--- src/rtl/lc3b_types.sv ---
// Shared LC-3b datapath types: word/register ids, ALU opcodes and the
// ID/EX control bundle carried alongside the operands.
package lc3b_types;

    typedef logic [15:0] lc3b_word;
    typedef logic [2:0]  lc3b_reg;

    typedef enum logic [3:0] {
        alu_add,
        alu_and,
        alu_not,
        alu_pass,
        alu_sll,
        alu_srl,
        alu_sra
    } lc3b_aluop;

    typedef struct packed {
        lc3b_aluop aluop;
        lc3b_reg   dest;
        logic      load_regfile;
        logic      is_load;
        logic      use_imm;
        logic      sr1_used;
        logic      sr2_used;
    } id_ex_ctrl_t;

endpackage

--- src/rtl/id_ex_stage_operand_fwd.sv ---
// One ALU operand: picks EX/MEM, MEM/WB or the stored value and flags a
// load-use hazard when the producer in EX/MEM cannot be forwarded yet.
module operand_fwd
    import lc3b_types::*;
#(
    parameter bit FWD_MEM_EN = 1'b1,
    parameter bit FWD_WB_EN  = 1'b1
) (
    input  logic     occupied,
    input  logic     used,
    input  lc3b_reg  sr,
    input  lc3b_word stored,
    input  logic     mem_wr,
    input  logic     mem_is_load,
    input  lc3b_reg  mem_dest,
    input  lc3b_word mem_data,
    input  logic     wb_wr,
    input  lc3b_reg  wb_dest,
    input  lc3b_word wb_data,
    output lc3b_word value,
    output logic     hazard,
    output logic     wb_hit
);

    logic mem_hit;

    assign mem_hit = occupied & used & mem_wr & (mem_dest == sr);
    assign wb_hit  = FWD_WB_EN & occupied & used & wb_wr & (wb_dest == sr);
    // Without MEM forwarding every EX/MEM producer must drain through WB.
    assign hazard  = mem_hit & (mem_is_load | !FWD_MEM_EN);

    always_comb begin
        value = stored;
        if (FWD_MEM_EN && mem_hit && !mem_is_load)
            value = mem_data;
        else if (wb_hit)
            value = wb_data;
    end

endmodule

--- src/rtl/id_ex_stage.sv ---
// LC-3b ID/EX pipeline register: holds one decoded instruction, forwards
// MEM/WB results into the ALU operands and stalls on load-use hazards.
module id_ex_stage
    import lc3b_types::*;
#(
    parameter bit FWD_MEM_EN = 1'b1,
    parameter bit FWD_WB_EN  = 1'b1
) (
    input  logic      clk,
    input  logic      reset_n,
    input  logic      flush,
    input  logic      in_valid,
    output logic      in_ready,
    input  lc3b_aluop in_aluop,
    input  lc3b_reg   in_sr1,
    input  lc3b_reg   in_sr2,
    input  logic      in_sr1_used,
    input  logic      in_sr2_used,
    input  lc3b_word  in_sr1_data,
    input  lc3b_word  in_sr2_data,
    input  lc3b_word  in_imm,
    input  logic      in_use_imm,
    input  lc3b_reg   in_dest,
    input  logic      in_load_regfile,
    input  logic      in_is_load,
    input  logic      mem_wr,
    input  logic      mem_is_load,
    input  lc3b_reg   mem_dest,
    input  lc3b_word  mem_data,
    input  logic      wb_wr,
    input  lc3b_reg   wb_dest,
    input  lc3b_word  wb_data,
    input  logic      out_ready,
    output logic      out_valid,
    output lc3b_aluop aluop,
    output lc3b_word  alu_a,
    output lc3b_word  alu_b,
    output lc3b_reg   out_dest,
    output logic      out_load_regfile,
    output logic      out_is_load
);

    localparam int NUM_OPS = 2;

    id_ex_ctrl_t                 ctrl_q;
    logic                        occupied;
    lc3b_word                    imm_q;
    lc3b_reg  [NUM_OPS-1:0]      sr_q;
    lc3b_word [NUM_OPS-1:0]      opnd_q;
    lc3b_word [NUM_OPS-1:0]      fwd;
    logic     [NUM_OPS-1:0]      used, haz, wb_hit;
    lc3b_reg  [NUM_OPS-1:0]      in_sr;
    lc3b_word [NUM_OPS-1:0]      in_data;
    logic     [NUM_OPS-1:0]      in_used;
    logic                        capture, advance;

    assign used    = {ctrl_q.sr2_used & ~ctrl_q.use_imm, ctrl_q.sr1_used};
    assign in_sr   = {in_sr2, in_sr1};
    assign in_data = {in_sr2_data, in_sr1_data};
    assign in_used = {in_sr2_used, in_sr1_used};

    genvar g;
    generate
        for (g = 0; g < NUM_OPS; g++) begin : g_op
            operand_fwd #(.FWD_MEM_EN(FWD_MEM_EN), .FWD_WB_EN(FWD_WB_EN)) u_fwd (
                .occupied    (occupied),
                .used        (used[g]),
                .sr          (sr_q[g]),
                .stored      (opnd_q[g]),
                .mem_wr      (mem_wr),
                .mem_is_load (mem_is_load),
                .mem_dest    (mem_dest),
                .mem_data    (mem_data),
                .wb_wr       (wb_wr),
                .wb_dest     (wb_dest),
                .wb_data     (wb_data),
                .value       (fwd[g]),
                .hazard      (haz[g]),
                .wb_hit      (wb_hit[g])
            );
        end
    endgenerate

    assign out_valid = occupied & ~(|haz) & ~flush;
    assign in_ready  = ~occupied | (out_valid & out_ready);
    assign capture   = in_valid & in_ready & ~flush;
    assign advance   = out_valid & out_ready;

    always_ff @(posedge clk) begin
        if (!reset_n) begin
            occupied     <= 1'b0;
            ctrl_q       <= '0;
            ctrl_q.aluop <= alu_pass;
            imm_q        <= '0;
            sr_q         <= '0;
            opnd_q       <= '0;
        end else if (flush) begin
            occupied <= 1'b0;
        end else if (capture) begin
            occupied <= 1'b1;
            ctrl_q   <= '{aluop: in_aluop, dest: in_dest, load_regfile: in_load_regfile,
                          is_load: in_is_load, use_imm: in_use_imm,
                          sr1_used: in_sr1_used, sr2_used: in_sr2_used};
            imm_q    <= in_imm;
            sr_q     <= in_sr;
            // Regfile write in the same cycle as the read: take the new value.
            for (int i = 0; i < NUM_OPS; i++)
                opnd_q[i] <= (FWD_WB_EN && wb_wr && in_used[i] && wb_dest == in_sr[i])
                             ? wb_data : in_data[i];
        end else if (advance) begin
            occupied <= 1'b0;
        end else begin
            // Stalled: absorb WB writes so the operand survives the producer retiring.
            for (int i = 0; i < NUM_OPS; i++)
                if (wb_hit[i]) opnd_q[i] <= wb_data;
        end
    end

    assign aluop            = ctrl_q.aluop;
    assign alu_a            = fwd[0];
    assign alu_b            = ctrl_q.use_imm ? imm_q : fwd[1];
    assign out_dest         = ctrl_q.dest;
    assign out_load_regfile = out_valid & ctrl_q.load_regfile;
    assign out_is_load      = out_valid & ctrl_q.is_load;

endmodule

--- config.mk ---
export PLATFORM = sky130hd
export DESIGN_NAME = id_ex_stage
export DESIGN_NICKNAME = d
export VERILOG_FILES = /design/src/rtl/lc3b_types.sv /design/src/rtl/id_ex_stage_operand_fwd.sv /design/src/rtl/id_ex_stage.sv
export SDC_FILE = /design/constraint.sdc
export NUM_CORES = 1
export LEC_CHECK = 0
export BUFFER_PORTS_ARGS = -buffer_cell sky130_fd_sc_hd__buf_2
export CAP_MARGIN = 20
export CORE_MARGIN = 1
export CORE_UTILIZATION = 25
export DETAILED_ROUTE_END_ITERATION = 10
export GPL_ROUTABILITY_DRIVEN = 0
export SLEW_MARGIN = 40
export SYNTH_ARGS = -nofsm -noshare
export SYNTH_HDL_FRONTEND = slang
export SYNTH_HIERARCHICAL = 1
export SYNTH_SLANG_ARGS = --single-unit
--- constraint.sdc ---
create_clock -name clk -period 2.78 [get_ports clk]
set_input_delay 0.278 -clock clk [delete_from_list [all_inputs] [get_ports clk]]
set_output_delay 0.278 -clock clk [all_outputs]
set_load 0.05 [all_outputs]
* After elaboration in Yosys (flattened, before gate mapping)
Cells that the tools add are included.
** Word-level totals
- Memory bits (read-only) :: 0
- Logic and storage cells :: 69
- Memories :: 0
- Latch bits :: 0
- Bits of input ports :: 112
- RAM bits :: 0
- Flip-flop bits (word level) :: 67
- Output and inout bits :: 43
** Cells by class
- Reduce and logical (&&, ||, !) cells :: 12
- Bitwise gates (word level) :: 26
- Equal/unequal tests :: 7
- Add/subtract/negate cells :: 0
- Magnitude comparators :: 0
- Muxes and demuxes :: 11
- Div/mod/pow operators :: 0
- Shift-type cells :: 0
- Multipliers :: 0
** Operators with widths (number)
- 2-to-1 mux 16 bit :: 7
- 2-to-1 mux 32 bit :: 2
- AND 1 bit :: 20
- == test 3 bit :: 6
- logical AND 1 bit :: 6
- NOT 1 bit :: 5
- AND reduction 2 bit :: 2
- OR reduction 2 bit :: 2
- 2-to-1 mux 1 bit :: 2
- != test 2 bit, second input constant :: 1
- nonzero test 2 bit :: 1
- logical NOT 1 bit :: 1
- OR 1 bit :: 1

* Logic depth before layout (Yosys ltp)
Gate-level depths: netlist of run 1.
- Depth after elaboration :: 16
- Gate-level depth with buffers :: 13
- Depth with buffers taken out :: 7

* Cells and area by module
Netlist of run 1, hierarchy kept.
** By module, submodules not included
- id_ex_stage :: seq. area each 1341.3 µm², cells an instance 395, instances 1, area an instance 3249.4 µm²
- operand_fwd :: seq. area each 0.0 µm², cells an instance 65, instances 2, area an instance 445.4 µm²

* Worst setup path after synthesis of run 1
OpenSTA, ideal clock, no wires.
- Path type :: flip-flop to output port
- Start :: register ctrl_q[2] (netlist bit)
- End :: output port in_ready
- Data arrival time :: 3.826 ns
- Required time :: 2.502 ns
- Buffers on the path :: 2
- Cell stages (with the launch flop) :: 9
- Path slack :: -1.324 ns
- Cell sequence :: dfxtp_1 clkbuf_1 buf_1 nor2b_1 nand4_1 and4b_1 nor4b_1 nand2_1 nand2_1
** On the way
- Cells in the longest elaborated chain, start to end :: 12
** Ends and longest elaborated chain
- start: declaration :: line id_ex_stage.sv:45 : id_ex_ctrl_t ctrl_q;
- start signal: assignment :: line id_ex_stage.sv:101 : ctrl_q <= '{aluop: in_aluop, dest: in_dest, load_regfile: in_load_regfile,
- NOT 1 bit :: line id_ex_stage.sv:57 : assign used = {ctrl_q.sr2_used & ~ctrl_q.use_imm, ctrl_q.sr1_used};
- AND 1 bit :: line id_ex_stage.sv:57
- net used[1] :: line id_ex_stage.sv:51 : logic [NUM_OPS-1:0] used, haz, wb_hit;
- AND 1 bit (3 in a row) :: line id_ex_stage_operand_fwd.sv:27 : assign mem_hit = occupied & used & mem_wr & (mem_dest == sr);
- AND 1 bit :: line id_ex_stage_operand_fwd.sv:30 : assign hazard = mem_hit & (mem_is_load | !FWD_MEM_EN);
- net haz[1] :: line id_ex_stage.sv:51
- OR reduction 2 bit :: line id_ex_stage.sv:84 : assign out_valid = occupied & ~(|haz) & ~flush;
- NOT 1 bit :: line id_ex_stage.sv:84
- AND 1 bit (2 in a row) :: line id_ex_stage.sv:84
- net out_valid :: line id_ex_stage.sv:34 : output logic out_valid,
- AND 1 bit :: line id_ex_stage.sv:85 : assign in_ready = ~occupied | (out_valid & out_ready);
- OR 1 bit :: line id_ex_stage.sv:85
- end: declaration :: line id_ex_stage.sv:13 : output logic in_ready,
The timed path passes the listed nets, and every way through them passes these cells.

==> results.md, run 1 <==
* Distinct cell type count after synthesis at 36
* Final cell count without fillers at 880
* Io pins at 155
* Die Area at 17100 um2
* Deepest clock path buffer count at 2
* Pin slew with the least headroom to its limit at 0.745 ns
* Cell Rows at 46
* Initial drt markers at 235
* Top_reg_cell synth: dfxtp_1
* Finished Cell Area at 5460 um2
* Largest area contributor in the netlist: dfxtp_1
* Synth Area in Compound Gates at 22.8%
* Seq/Total Area, Yosys at 32.4%
* CP Capture Type: primary output
* PwrDens at 552 nW/um2
* Crit Path Class: flip-flop to primary output
* Critical R2R Launch: ctrl_q[0]$_SDFFE_PN0P_
* Vias per cell at 4.85
* Mapped Nets at 637
* Critical Path AT at 2.35 ns
* CP required at 2.50 ns
* Worst Hold End: aluop[0]$_SDFFE_PN1P_
* CTS root buf: clkbuf_16
* Routed Antenna Nets at 0
* RSZ-0062 raised after global routing: no
* CP Max Fanout at 18
* Layout cell share with drive strength beyond 1 at 33.8%
* Grt ovf at 0
* Flops & latches, synth at 67
* Crit path launch type: flip-flop
* Core footprint at 16000 um2
* Fraction of synthesized area in multiplexers at 13.0%
* Setup violations, final at 0
* Final Net Count at 770
* Worst R2R End: opnd_q[19]$_SDFFE_PN0P_
* Worst-path clk slew at 0.06 ns
* Initial antenna violation count at 1
* TritonCTS clock tree: done
* Chip width at 131 um
* Residual DRC count at 0
* Min cycle time layout at 2.63 ns
* Avg WL per Cell at 17.2 um
* Clk sinks at 67
* Max-slew violation count at 0
* Number of enable flip-flop cells after synthesis at 0
* Adder-cell share of the synthesized area at 0%
* Synth top area share at 32.4%
* Total Routing Usage GR at 18.2%
* Placed Cells at 862
* Max VDD drop at 0.296 mV
* Largest family of logic cells by synthesized area: compound AO/OA/AOI/OAI gates
* Area Overhead vs Synth at 31.9%
* PortBufs at 154
* Power Total at 3.01 mW
* H-Tree Level Count at 3
* Hold Path Stages at 3
* Largest cells by area after synthesis: dfxtp_1 (32%), a21oi_1 (12%), mux2i_1 (7.7%), a311oi_1 (6.8%), nand2_1 (6.5%)
* Syn_area_per_cell at 7.89 um2
* Cells after Synth at 525
* Height of the die at 131 um
* Hold-fix buffers, CTS at 0
* Post-synthesis xor/xnor area fraction at 3.81%
* Fin. Hold Viols at 0
* Commonest non-fill, non-tap cell in the layout: buf_2
* Hold path start: in_aluop[0]
* Largest net degree at the start of global routing at 57
* Simple-gate area share of the yosys netlist at 20.0%
* Final core utilization at 34.1%
* Final worst path period share at 94.5%
* Status: completed
* Via Count at 4268
* DR pass1 iterations at 4
* First-pass GRT wire length at 23.2 mm
* DPL Wire Length at 11.2 mm
* Synth Cell Area at 4140 um2
* R2R Setup Slk at 0.40 ns
* Async S/R FF share, synth at 0%
* Setup TNS at 0 ns
* Vias in the first global route at 4022
* Worst Clk Skew at 0.00743 ns
* Worst Reg-to-Reg Cells at 7
* Relative max-transition margin at 50.3%
* DP Area at 5090 um2
* Most frequent cells in the layout: buf_2 (154), a21oi_1 (96), nand2_1 (72)
* Initial Util at 25.9%
* Latest clock arrival within the worst-skew pair at 0.34 ns
* P_leak at 2.20 nW
* Max Cap Viol at 0
* Synthesis Warnings at 6
* HP Class: input port to flip-flop
* Post-Route WL at 15.1 mm
* FMAX at 0.381 GHz
* Cts bufs inserted at 9
==> metrics by stage <==
step / hold WS (ns) / worst slack [ns]
detailed placement: 0.445 / 0.352
global route: 0.140 / 0.0229
CTS: 0.139 / 0.0646
floorplan: 0.350 / -0.0604
global placement: 0.440 / 0.359
finish: 0.151 / 0.153
==> synthesized netlist by cell type, types with 2 or more instances <==
cell type  number
xor2_1         12
buf_6           6
mux2_2         16
buf_4           8
and4b_1         4
nor2_1         36
nand3_1        36
clkbuf_1       24
and2_1          4
or4_1           2
a311oi_1       32
dfxtp_1        67
clkbuf_2        2
nor4_2          2
xnor2_1         6
nor4_4          2
nand2_1        72
buf_2          11
mux2i_1        32
nor2b_1         4
nand4_1         4
buf_12          2
a21oi_1        97
o21ai_0        30
o21ai_1         3
==> state kept, by name (all words and copies together) (netlist names) <==
register  flops
aluop         4
sr_q          6
opnd_q       32
imm_q        16
out_dest      3
ctrl_q        5
occupied      1
==> critical path: stages, from the launching register on <==
cell	delay [ns]
dfxtp_1	0.32
nor2b_1	0.23
nand3_1	0.15
nor4_4	0.24
buf_12	0.23
mux2i_1	0.24
a21oi_2	0.12
mux2_2	0.28
buf_2	0.21
==> where the power goes <==
group	switching, mW	internal (mW)
combinational	0.415	0.224
clock	0.450	0.874
sequential	0.0317	1.02
total	0.897	2.12
==> cells by family after synthesis <==
group,count (synthesis)
flops,67
mux,50
compound gates,163
buf+inv,56
simple gates,171
xor+xnor,18
==> layout make-up <==
type / instances / area, um2
Fill cell: 1774 / 10500
Multi-Input combinational cell: 402 / 2520
Sequential cell: 67 / 1340
Timing Repair Buffer: 176 / 977
Tap cell: 216 / 270
Clock buffer: 9 / 225
Clock inverter: 7 / 116
Inverter: 2 / 7.51
Antenna cell: 1 / 2.50
==> routing by layer <==
metal | vias to the layer above | track usage [%] | part of all wire, %
met4 | 0 | 5.61 | 0.98
li1 | 2151 | - | -
met1 | 1984 | 25.5 | 48
met3 | 10 | 3.66 | 5.5
met5 | - | 0 | 0
met2 | 123 | 27.8 | 46
==> what timing repair did <==
action	CTS	global route
setup endpoints to repair	1	5
setup buffers	0	0
resized for setup	1	4
==> worst max-delay path by stage <==
| stage | endpoint | start | depth (start not counted) |
|---|---|---|---|
| 4_1_cts | alu_b[15] | ctrl_q[0]$_SDFFE_PN0P_ | 8 |
| 5_1_grt | alu_b[11] | ctrl_q[0]$_SDFFE_PN0P_ | 8 |
| 6_report | alu_b[15] | ctrl_q[0]$_SDFFE_PN0P_ | 8 |
| 3_5_place_dp | alu_b[15] | wb_dest[2] | 8 |
| 2_1_floorplan | in_ready | ctrl_q[2]$_SDFFE_PN0P_ | 8 |
| 3_3_place_gp | alu_b[15] | wb_dest[2] | 8 |
(Power assumes the default switching activity.)
==> inputs of run 2 (changes only) <==
CAP_MARGIN = 25   (was 20)
CORE_UTILIZATION = 45   (was 25)
PLACE_DENSITY = 0.77   (was unset)
RECOVER_POWER = 50   (was unset)
==> results.md, run 2 (same netlist as run 1, synthesis figures left out) <==
* Combinational share of power at 26.4%
* Post-Route WL at 13.4 mm
* H-Tree Level Count at 3
* Crit path launch type: flip-flop
* Met1 Use GR at 36.0%
* Status: complete, but fails checks
* Height of the die at 97.9 um
* Grt ovf at 0
* Avg WL per Cell at 17.4 um
* Initial drt markers at 447
* Setup violations, final at 0
* Chip width at 97.9 um
* Worst Clk Skew at 0.00552 ns
* FMAX at 0.387 GHz
* Via Count at 4493
* Crit Path Class: flip-flop to primary output
* DP Area at 4920 um2
* Die Area at 9590 um2
* Biggest register: opnd_q
* Largest net degree at the start of global routing at 67
* Cts bufs inserted at 9
* Worst Hold End: aluop[1]$_SDFFE_PN1P_
* Max-slew violation count at 0
* Vias in the first global route at 4243
* Most frequent cells in the layout: buf_2 (144), a21oi_1 (97), nand2_1 (72)
* Finished Cell Area at 5070 um2
* DR pass1 iterations at 9
* Cell Rows at 34
* Relative max-transition margin at 45.7%
* Critical R2R Launch: ctrl_q[0]$_SDFFE_PN0P_
* Area Overhead vs Synth at 22.5%
* CP required at 2.50 ns
* Initial Util at 47.0%
* Switching part of the total power at 34.5%
* Hold-fix buffers, CTS at 0
* Largest registers: opnd_q x32, imm_q x16, sr_q x6
* Hold path start: reset_n
* Worst-path clk slew at 0.07 ns
* PwrDens at 467 nW/um2
* CP Capture Type: primary output
* Max VDD drop at 0.307 mV
* Power Total at 2.37 mW
* Vias per cell at 5.85
* Total Routing Usage GR at 27.8%
* Deepest clock path buffer count at 2
* Combined area of the multi-input logic cells at 2510 um2
* NetSw at 0.818 mW
* Max reg flops at 32
* Commonest non-fill, non-tap cell in the layout: buf_2
* P_leak at 2.04 nW
* Hold Path Stages at 2
* Fin. Hold Viols at 0
* CP Max Fanout at 18
* Internal at 1.55 mW
* Clk sinks at 67
* Clk network pwr share at 29.2%
* Min cycle time layout at 2.59 ns
* CTS root buf: clkbuf_8
* First-pass GRT wire length at 21.3 mm
* Final worst path period share at 93.0%
* Core footprint at 8810 um2
* GR met3 Demand/Resource at 5.58%
* Worst R2R End: opnd_q[4]$_SDFFE_PN0P_
* Layout cell share with drive strength beyond 1 at 31.2%
* Residual DRC count at 6
* Met2 Use GR at 43.2%
* Worst Reg-to-Reg Cells at 8
* DPL Wire Length at 9.55 mm
* Max Cap Viol at 0
* Latest clock arrival within the worst-skew pair at 0.34 ns
* Routed Antenna Nets at 0
* TritonCTS clock tree: done
* Failing checks: design-rule violations
* Initial antenna violation count at 2
* RSZ-0062 raised after global routing: no
* Final Net Count at 765
* Io pins at 155
* PortBufs at 154
* Flop pwr share at 44.4%
* Critical Path AT at 2.31 ns
* R2R Setup Slk at 0.24 ns
* Pin slew with the least headroom to its limit at 0.809 ns
* Postcts setup bufs at 0
* Fill count at 813
* Register area at 1340 um2
* Top Usage Layer GRT: met2
* HP Class: input port to flip-flop
[run 2: changes by cell type in the layout (fill, tap and decap cells not counted), sizes merged]
cell      delta
bufinv       -3
diode        +1
clkinvlp     +1
buf         -15
clkbuf      +12
[run 2: worst max path at each step]
stage	slack, ns	end	cells past startpoint	startpoint
global placement	0.45	alu_b[15]	8	ctrl_q[0]$_SDFFE_PN0P_
CTS	0.07	alu_b[0]	8	ctrl_q[0]$_SDFFE_PN0P_
detailed placement	0.40	opnd_q[27]$_SDFFE_PN0P_	7	ctrl_q[0]$_SDFFE_PN0P_
floorplan	-0.06	in_ready	8	ctrl_q[2]$_SDFFE_PN0P_
finish	0.19	alu_b[0]	7	sr_q[5]$_SDFFE_PN0P_
global route	0.01	alu_b[1]	8	ctrl_q[0]$_SDFFE_PN0P_
[run 2: area by class of cell]
type | count | area share, %
multi-input cells | 402 | 49.4
flip-flops and latches | 67 | 26.4
repair buffers | 171 | 18.0
well taps | 108 | 2.66
clock buffers | 11 | 2.59
clock inverters | 5 | 0.592
inverters | 2 | 0.148
diodes | 2 | 0.0987
[run 2: repair_timing]
item	4_1_cts	5_1_grt
resized for setup	0	2
endpoints found under the hold margin	0	0
endpoints found under the setup margin	0	16
[run 2: power by group through the flow]
stage / Combinational [mW] / Sequential (mW) / Clock (mW)
floorplan: 0.422 / 1.06 / 0
global placement: 0.609 / 1.07 / 0
detailed placement: 0.622 / 1.07 / 0
CTS: 0.624 / 1.05 / 0.700
global route: 0.672 / 1.06 / 0.747
finish: 0.626 / 1.05 / 0.691
[run 2: metal layers]
metal  share of wire, %  vias to the layer above
li1                   -                     2142
met1                 42                     2056
met2                 46                      251
met3                7.9                       44
met4                3.9                        0
met5                  0                        -
[run 2: stage by stage]
step	setup slack (ns)	hold slack, ns	setup TNS, ns	std cells	util, %
after floorplan	-0.0604	0.350	-0.0604	525	-
after global placement	0.453	0.439	0	749	55.9
after detailed placement	0.404	0.444	0	749	55.9
after CTS	0.0733	0.128	0	765	57.7
after global routing	0.0116	0.135	0	768	57.6
final	0.193	0.141	0	768	57.6
[run 2: worst max-delay path: stages, from the launching register on]
cell and delay (ns):
dfxtp_1 0.35, xor2_1 0.20, nor4_4 0.29, buf_6 0.27, mux2i_1 0.11, a21oi_1 0.29
mux2_2 0.21, buf_2 0.25
